## src/rtl/maxnet_loader_if.sv

```systemverilog
// Upstream word stream into the MaxNet loader: a valid/ready handshake carrying one WIDTH-bit word.
interface maxnet_loader_if #(
    parameter int WIDTH = 32
);
    logic             in_valid;
    logic [WIDTH-1:0] in_data;
    logic             in_ready;

    modport master (
        output in_valid,
        output in_data,
        input  in_ready
    );

    modport slave (
        input  in_valid,
        input  in_data,
        output in_ready
    );
endinterface

```

## src/rtl/maxnet_loader.sv

```systemverilog
// MaxNet write-side front end: collects N activations plus an N*N weight matrix from a word stream,
// presents them on flat X/W buses and hands the frame to the controller with a one-cycle start pulse.
module maxnet_loader #(
    parameter int WIDTH = 32,
    parameter int N     = 4
) (
    input  logic                             clk,
    input  logic                             rst,
    maxnet_loader_if.slave                   s_in,
    input  logic                             net_busy,
    input  logic                             net_done,
    output logic [N*WIDTH-1:0]               x_flat,
    output logic [N*N*WIDTH-1:0]             w_flat,
    output logic                             loaded,
    output logic                             start,
    output logic [$clog2(N+N*N+1)-1:0]       word_cnt
);
    localparam int FRAME = N + N*N;
    localparam int CW    = $clog2(FRAME + 1);

    typedef enum logic [1:0] {
        S_FILL,
        S_ARM,
        S_RUN
    } state_t;

    state_t           r_state;
    state_t           w_next;
    logic [CW-1:0]    r_cnt;
    logic [WIDTH-1:0] r_mem [FRAME];
    logic             w_fill;
    logic             w_ready;
    logic             w_accept;
    logic             w_last;

    // in_ready is held low for the whole reset cycle, whatever state the register holds.
    assign w_ready        = w_fill && !rst;
    assign s_in.in_ready  = w_ready;
    assign w_accept       = s_in.in_valid && w_ready;
    assign w_last         = (r_cnt == CW'(FRAME - 1));
    assign word_cnt       = r_cnt;

    always_ff @(posedge clk) begin
        // NOTE: sequential state uses non-blocking assignments so every register samples pre-edge values.
        if (rst) begin
            r_state <= S_FILL;
        end else begin
            r_state <= w_next;
        end
    end

    always_comb begin
        // NOTE: every output of this block gets a default first, so no path can infer a latch.
        w_next = r_state;
        w_fill = 1'b0;
        loaded = 1'b0;
        start  = 1'b0;
        case (r_state)
            S_FILL: begin
                w_fill = 1'b1;
                if (w_accept && w_last) begin
                    w_next = S_ARM;
                end
            end
            S_ARM: begin
                loaded = 1'b1;
                start  = !net_busy;
                if (!net_busy) begin
                    w_next = S_RUN;
                end
            end
            S_RUN: begin
                loaded = 1'b1;
                if (net_done) begin
                    w_next = S_FILL;
                end
            end
            default: begin
                w_next = S_FILL;
            end
        endcase
    end

    always_ff @(posedge clk) begin
        if (rst) begin
            r_cnt <= '0;
            // NOTE: the frame storage is cleared on reset because the datapath reads it directly as X/W.
            for (int k = 0; k < FRAME; k++) begin
                r_mem[k] <= '0;
            end
        end else if (w_accept) begin
            r_mem[r_cnt] <= s_in.in_data;
            r_cnt        <= w_last ? '0 : r_cnt + 1'b1;
        end
    end

    // Words 0..N-1 are activations, the remaining N*N are the row-major weights.
    for (genvar gi = 0; gi < N; gi++) begin : g_x
        assign x_flat[gi*WIDTH +: WIDTH] = r_mem[gi];
    end

    for (genvar gj = 0; gj < N*N; gj++) begin : g_w
        assign w_flat[gj*WIDTH +: WIDTH] = r_mem[N + gj];
    end
endmodule

```

## src/flat_wrapper.sv

```systemverilog
// flat-port wrapper written by rule: the top's interface ports become plain ports
module maxnet_loader_flat 
#(
    parameter int WIDTH = 32,
    parameter int N     = 4
)
  (clk, rst, net_busy, net_done, x_flat, w_flat, loaded, start, word_cnt, s_in_in_valid, s_in_in_data, s_in_in_ready);
  maxnet_loader_if #(.WIDTH(WIDTH)) s_in_i ();
  input  logic clk;
  input  logic rst;
  input  logic net_busy;
  input  logic net_done;
  output logic [N*WIDTH-1:0] x_flat;
  output logic [N*N*WIDTH-1:0] w_flat;
  output logic loaded;
  output logic start;
  output logic [$clog2(N+N*N+1)-1:0] word_cnt;
  input wire logic [$bits(s_in_i.in_valid)-1:0] s_in_in_valid;
  input wire logic [$bits(s_in_i.in_data)-1:0] s_in_in_data;
  output wire logic [$bits(s_in_i.in_ready)-1:0] s_in_in_ready;
  assign s_in_i.in_valid = s_in_in_valid;
  assign s_in_i.in_data = s_in_in_data;
  assign s_in_in_ready = s_in_i.in_ready;
  maxnet_loader #(.WIDTH(WIDTH), .N(N)) u_core (.clk(clk), .rst(rst), .s_in(s_in_i), .net_busy(net_busy), .net_done(net_done), .x_flat(x_flat), .w_flat(w_flat), .loaded(loaded), .start(start), .word_cnt(word_cnt));
endmodule
```

## config.mk

```make
export PLATFORM = sky130hd
export DESIGN_NAME = maxnet_loader_flat
export DESIGN_NICKNAME = d
export VERILOG_FILES = /design/src/rtl/maxnet_loader_if.sv /design/src/rtl/maxnet_loader.sv /design/src/flat_wrapper.sv
export SDC_FILE = /design/constraint.sdc
export NUM_CORES = 1
export LEC_CHECK = 0
export CAP_MARGIN = 0
export CELL_PAD_IN_SITES_DETAIL_PLACEMENT = 2
export CELL_PAD_IN_SITES_GLOBAL_PLACEMENT = 2
export CORE_UTILIZATION = 36
export DETAILED_ROUTE_END_ITERATION = 6
export PLACE_DENSITY = 0.88
export SLEW_MARGIN = 40
export SYNTH_ARGS = -nofsm -noshare
export SYNTH_HDL_FRONTEND = slang
export SYNTH_SLANG_ARGS = --single-unit
export TNS_END_PERCENT = 20
```

## constraint.sdc

```tcl
create_clock -name clk -period 3.6 [get_ports clk]
set_clock_uncertainty 0.2 [all_clocks]
set_input_delay 0.54 -clock clk [delete_from_list [all_inputs] [get_ports clk]]
set_output_delay 0.54 -clock clk [all_outputs]
set_load 0.005 [all_outputs]
```

# Word-level counts from Yosys, hierarchy flattened
# Memories as Yosys holds them, arrays and structs flattened.
# Cells that the tools add are included.
word_totals:
  mem_bits_ro: 0
  mem_bits_rw: 640
  register_bits: 7
  in_bits: 37
  memories: 1
  word_cells: 35
  latch_bits: 0
op_classes:
  n_mux: 16
  bitwise_logic: 0
  order_cmp: 0
  div: 0
  n_reduce_logical: 9
  shifts: 0
  n_mul: 0
  eq_ne: 6
  addsub: 1
mem_list:
  columns: ["memory", "words", "word_bits", "read_ports", "rd_clocked_by_memory_dff", "wr", "line", "rtl"]
  rows:
  - ["u_core.r_mem", 20, 32, 20, 0, 20, "maxnet_loader.sv:30", "logic [WIDTH-1:0] r_mem [FRAME];"]
op_table:
  columns: ["cell", "n"]
  rows:
  - ["32-bit two-way mux", 1]
  - ["32-bit OR reduction", 1]
  - ["5-bit two-way mux", 2]
  - ["1-bit two-way mux", 9]
  - ["2-bit two-way mux", 3]
  - ["2-bit case mux with 3 select lines", 1]
  - ["5-bit by 1-bit adder with 5-bit output (second input constant)", 1]
  - ["5-bit == test (second input constant)", 1]
  - ["2-bit inequality test (second input constant)", 2]
  - ["1-bit logical AND", 3]
  - ["3-bit AND reduction", 1]
  - ["2-bit by 1-bit == test with 1-bit output (second input constant)", 1]
  - ["2-bit == test (second input constant)", 1]
  - ["1-bit zero test", 2]
  - ["2-bit zero test", 1]
  - ["2-bit by 1-bit inequality test with 1-bit output (second input constant)", 1]
  - ["2-bit OR reduction", 1]

# Logic depth before layout (Yosys ltp)
logic_depth:
  word_depth: 9
  mapped_depth: 8
  mapped_depth_nobuf: 6

# Worst setup path before layout
# OpenSTA, ideal clock, no wires.
synth_timing:
  kind: "register to register"
  startpoint: "register u_core.r_state[0]"
  endpoint: "memory u_core.r_mem[19][0], enable pin"
  required_ns: 3.011
  path_slack_ns: 1.163
  stages_incl_launch_ff: 7
  arrival_ns: 1.847
  setup_time_ns: 0.389
  n_path_buf: 2
  path_cell_list: "dfxtp_1 -> inv_1 -> ha_1 -> buf_2 -> and4b_2 -> buf_2 -> a21o_1"
synth_rtl:
  columns: ["element", "line", "rtl"]
  rows:
  - ["start, declared", "maxnet_loader.sv:27", "state_t r_state;"]
  - ["start signal, assigned", "maxnet_loader.sv:48", "r_state <= w_next;"]
  - ["end, declared", "maxnet_loader.sv:30", null]

# Worst setup path after layout
layout_timing:
  startpoint: "register u_core.r_state[0]"
  endpoint: "output port s_in_in_ready"
layout_between:
  elab_chain_len: 3
layout_lines:
  columns: ["element", "line", "rtl"]
  rows:
  - ["2-bit zero test", "maxnet_loader.sv:58", "case (r_state)"]
  - ["1-bit two-way mux", "maxnet_loader.sv:58", null]
  - ["1-bit logical AND", "maxnet_loader.sv:37", "assign w_ready = w_fill && !rst;"]
  - ["end, declared", "flat_wrapper.sv:20", "output wire logic [$bits(s_in_i.in_ready)-1:0] s_in_in_ready;"]
# Every way passes these cells.

==> results.md <==
- Max-cap viol count: 0
- Synth top area share: 0.773
- Seq cells post-synth: 647
- Fillcell total: 6239
- Global-route wire length before repair: 147000 um
- Residual DRC count: 0
- Share of layout cells above drive strength 1: 0.106
- Worst Path Arrival: 2320 ps
- Tightest Pin Transition: 748 ps
- Synth warnings: 0
- Mapped cell area: 24900 um^2
- Final antenna-violating net count: 0
- Required time worst endpoint: 2860 ps
- Post-Layout Cell Count: 3144
- Primary FF master, synth: edfxtp_1
- Slew Limit Fails: 0
- CTS buffer count: 72
- Largest family of logic cells by synthesized area: simple AND/OR/NAND/NOR gates
- Placed Cells: 3012
- Post-Synth XOR/XNOR Area: 0.000704
- Synthesized instance count: 1518
- Post-synth EDFFs: 640
- Post-synthesis mux area share: 0
- Worst path top cell family by delay: buffers and inverters
- WL final: 107000 um
- Largest net degree at the start of global routing: 35
- Grt total ovfl: 0
- Area fraction in and, or, nand and nor cells after synthesis: 0.185
- Post-synth net total: 1564
- Cell taking the most area after synthesis: edfxtp_1
- Peak supply drop: 0.485 mV
- WP depth: 4
- Clock latency on the worst-skew pair: 590 ps
- Largest stage delay on the critical path: 560 ps
- Vias per cell: 5.16
- DRT Pass-1 Iters: 5
- CTS sink cnt: 647
- Min Tclk post-route: 3060 ps
- Starting Density: 0.363
- Setup crit end kind: primary output
- Post-CTS Setup Inserts: 0
- GRT Total Usage: 0.302
- IO Port Bufs: 684
- Ports: 685
- Sequential element share of the synthesized area: 0.778
- Htree depth: 3
- Setup violators final: 0
- DP Area: 32700 um^2
- Hold path depth: 2
- Crit share post-route: 0.849
- Critical path buffers and inverters: 2
- DR WL/cell: 34.2 um
- Cell area after layout: 35000 um^2
- Mean post-synth cell area: 16.4 um^2
- Ranking of synthesized cells by area: edfxtp_1 (77%), and2_1 (14%), clkbuf_1 (1.1%), and2_2 (0.97%), buf_6 (0.81%)
- Pre-CTS WS: 347 ps
- Outcome: complete, no violations
- RSZ-0062 raised after global routing: false
- Kind of critical path: flip-flop to primary output
- Fmax: 0.327 GHz
- # rows: 96
- Layout area overhead: 40.6%
- Synth unique cells: 35
- Core area: 68500 um^2
- Hold Violations, Final: 0
- Crit Path Max Fanout: 9
- Pwr dens: 493 nW/um^2
- Die ar.: 70200 um^2
- Final nets: 2250
- Iter 0 DRT Violations: 1212
- Max_slew headroom: 0.500
- CTS clk-pin slew, worst paths: 60 ps
- Post-synthesis adder-cell area fraction: 0.00453
- Die Span Y: 265 um
- Synth Area in Compound Gates: 0.00312
- R2R depth: 7
- Startpoint types: flip-flop
- Lkg Pwr: 13.0 nW
- TritonCTS clock tree: yes
- Vias: 16225
- Hold Buf Count CTS: 0
- Post-cts sizing count: 0
- Cells along the critical path: inv_1, ha_1, nor2b_1, clkdlybuf4s50_1
- Worst hold path class: flip-flop to flip-flop
- Clk buf depth: 3
- Number of global-route vias before repair: 17714
- Die span in x: 265 um
- Initial antenna violation count: 14
- Fin worst setup slack: 545 ps
- Async SR Flop Fraction: 0
- Setup TNS: 0 ps
- Post-DP HPWL: 70800 um
- Routability Congestion: 0.798
- Critical Path Slowest Stage Cell: clkdlybuf4s50_1
- Root Driver: clkbuf_16
[Yosys cell counts, drive strengths merged (2+ instances only)]
cell type / instances
dfxtp: 7
a21oi: 5
nand4b: 2
or3b: 2
and3: 32
o21ai: 6
nand2: 6
nor2: 23
edfxtp: 640
nand3: 3
buf: 22
nor3b: 2
nor2b: 4
and2: 608
inv: 5
or2: 19
clkbuf: 112
ha: 9
[logic make-up (layout without fill, tap and decap cells)]
| kind of cell | Yosys count | in the layout |
|---|---|---|
| simple gates | 707 | 707 |
| other cells | 0 | 1 |
| xor+xnor | 2 | 2 |
| compound gates | 14 | 14 |
| flops | 647 | 647 |
| buf+inv | 139 | 882 |
| fa+ha+maj | 9 | 9 |
[layout make-up]
type	instances	area [um^2]	area share
well taps	882	1100	0.0315
flip-flops and latches	647	19400	0.553
inverters	5	18.8	0.000536
multi-input cells	732	4850	0.139
clock inverters	37	357	0.0102
diodes	1	2.50	0.0000715
clock buffers	94	1910	0.0545
repair buffers	746	7390	0.211
[where the power goes]
part	total [mW]	switching, mW	leakage, nW	internal [mW]
registers	8.68	0.134	6.67	8.55
clock network	7.32	3.19	1.09	4.13
logic	1.25	0.689	5.21	0.565
total	17.3	4.02	13.0	13.2
[layout by cell type, fill, tap and decap left out, types with 2 or more instances in the layout]
master and count:
inv_6 3, bufinv_16 5, nand3_1 3, inv_1 5, a21oi_1 5, clkbuf_1 21
clkdlybuf4s50_1 680, dfxtp_1 7, clkinv_1 18, nand2_1 4, nand4b_4 2, o21ai_0 6
clkinv_2 6, nand2_8 2, or3b_4 2, buf_2 4, nor2_4 15, nor2_1 4
and3_1 32, and2_1 576, and2_2 32, nor2b_1 4, nor2_2 4, ha_1 9
buf_12 8, or2_2 10, or2_4 9, edfxtp_1 640, buf_4 54, clkbuf_16 73
[flip-flops by register name (all words and copies together), names as in the netlist]
signal and flops:
u_core.word_cnt 5, u_core.r_state 2, u_core.r_mem 640
[per-stage QoR]
| step | utilization | hold slack, ps | power, mW |
|---|---|---|---|
| floorplan | - | 270 | 9.05 |
| global placement | 0.478 | 287 | 9.99 |
| global route | 0.511 | 353 | 17.6 |
| detailed placement | 0.478 | 306 | 10.1 |
| CTS | 0.511 | 316 | 17.4 |
| finish | 0.511 | 331 | 17.3 |
[routing by layer]
metal	vias to the layer above	GRT usage	routed length, um
met2	843	0.552	56200
met3	225	0.0838	8750
li1	6589	-	-
met4	2	0.125	4880
met5	-	0	13
met1	8566	0.325	37500
[path summary, 6_finish.rpt]
| path | from | slack, ps | end |
|---|---|---|---|
| setup / recovery | u_core.r_state[0]$_SDFFE_PP0P_ | 540 | s_in_in_ready |
| hold / removal | u_core.r_state[1]$_SDFFE_PP0P_ | 330 | u_core.r_state[1]$_SDFFE_PP0P_ |
| setup reg to reg | u_core.r_state[0]$_SDFFE_PP0P_ | 830 | u_core.r_mem[13][24]$_SDFFCE_PN0P_ |
| hold reg to reg | u_core.r_state[1]$_SDFFE_PP0P_ | 330 | u_core.r_state[1]$_SDFFE_PP0P_ |
[worst reg2reg max path, delay by kind of cell (launching register included)]
kind | cells | cell delay [ps]
adder cells (fa/ha/maj) | 1 | 450
buffers and inverters | 2 | 400
flip-flops | 1 | 340
AND/OR/NAND/NOR | 4 | 1040
No activity file was read; power rests on OpenSTA's default activity.
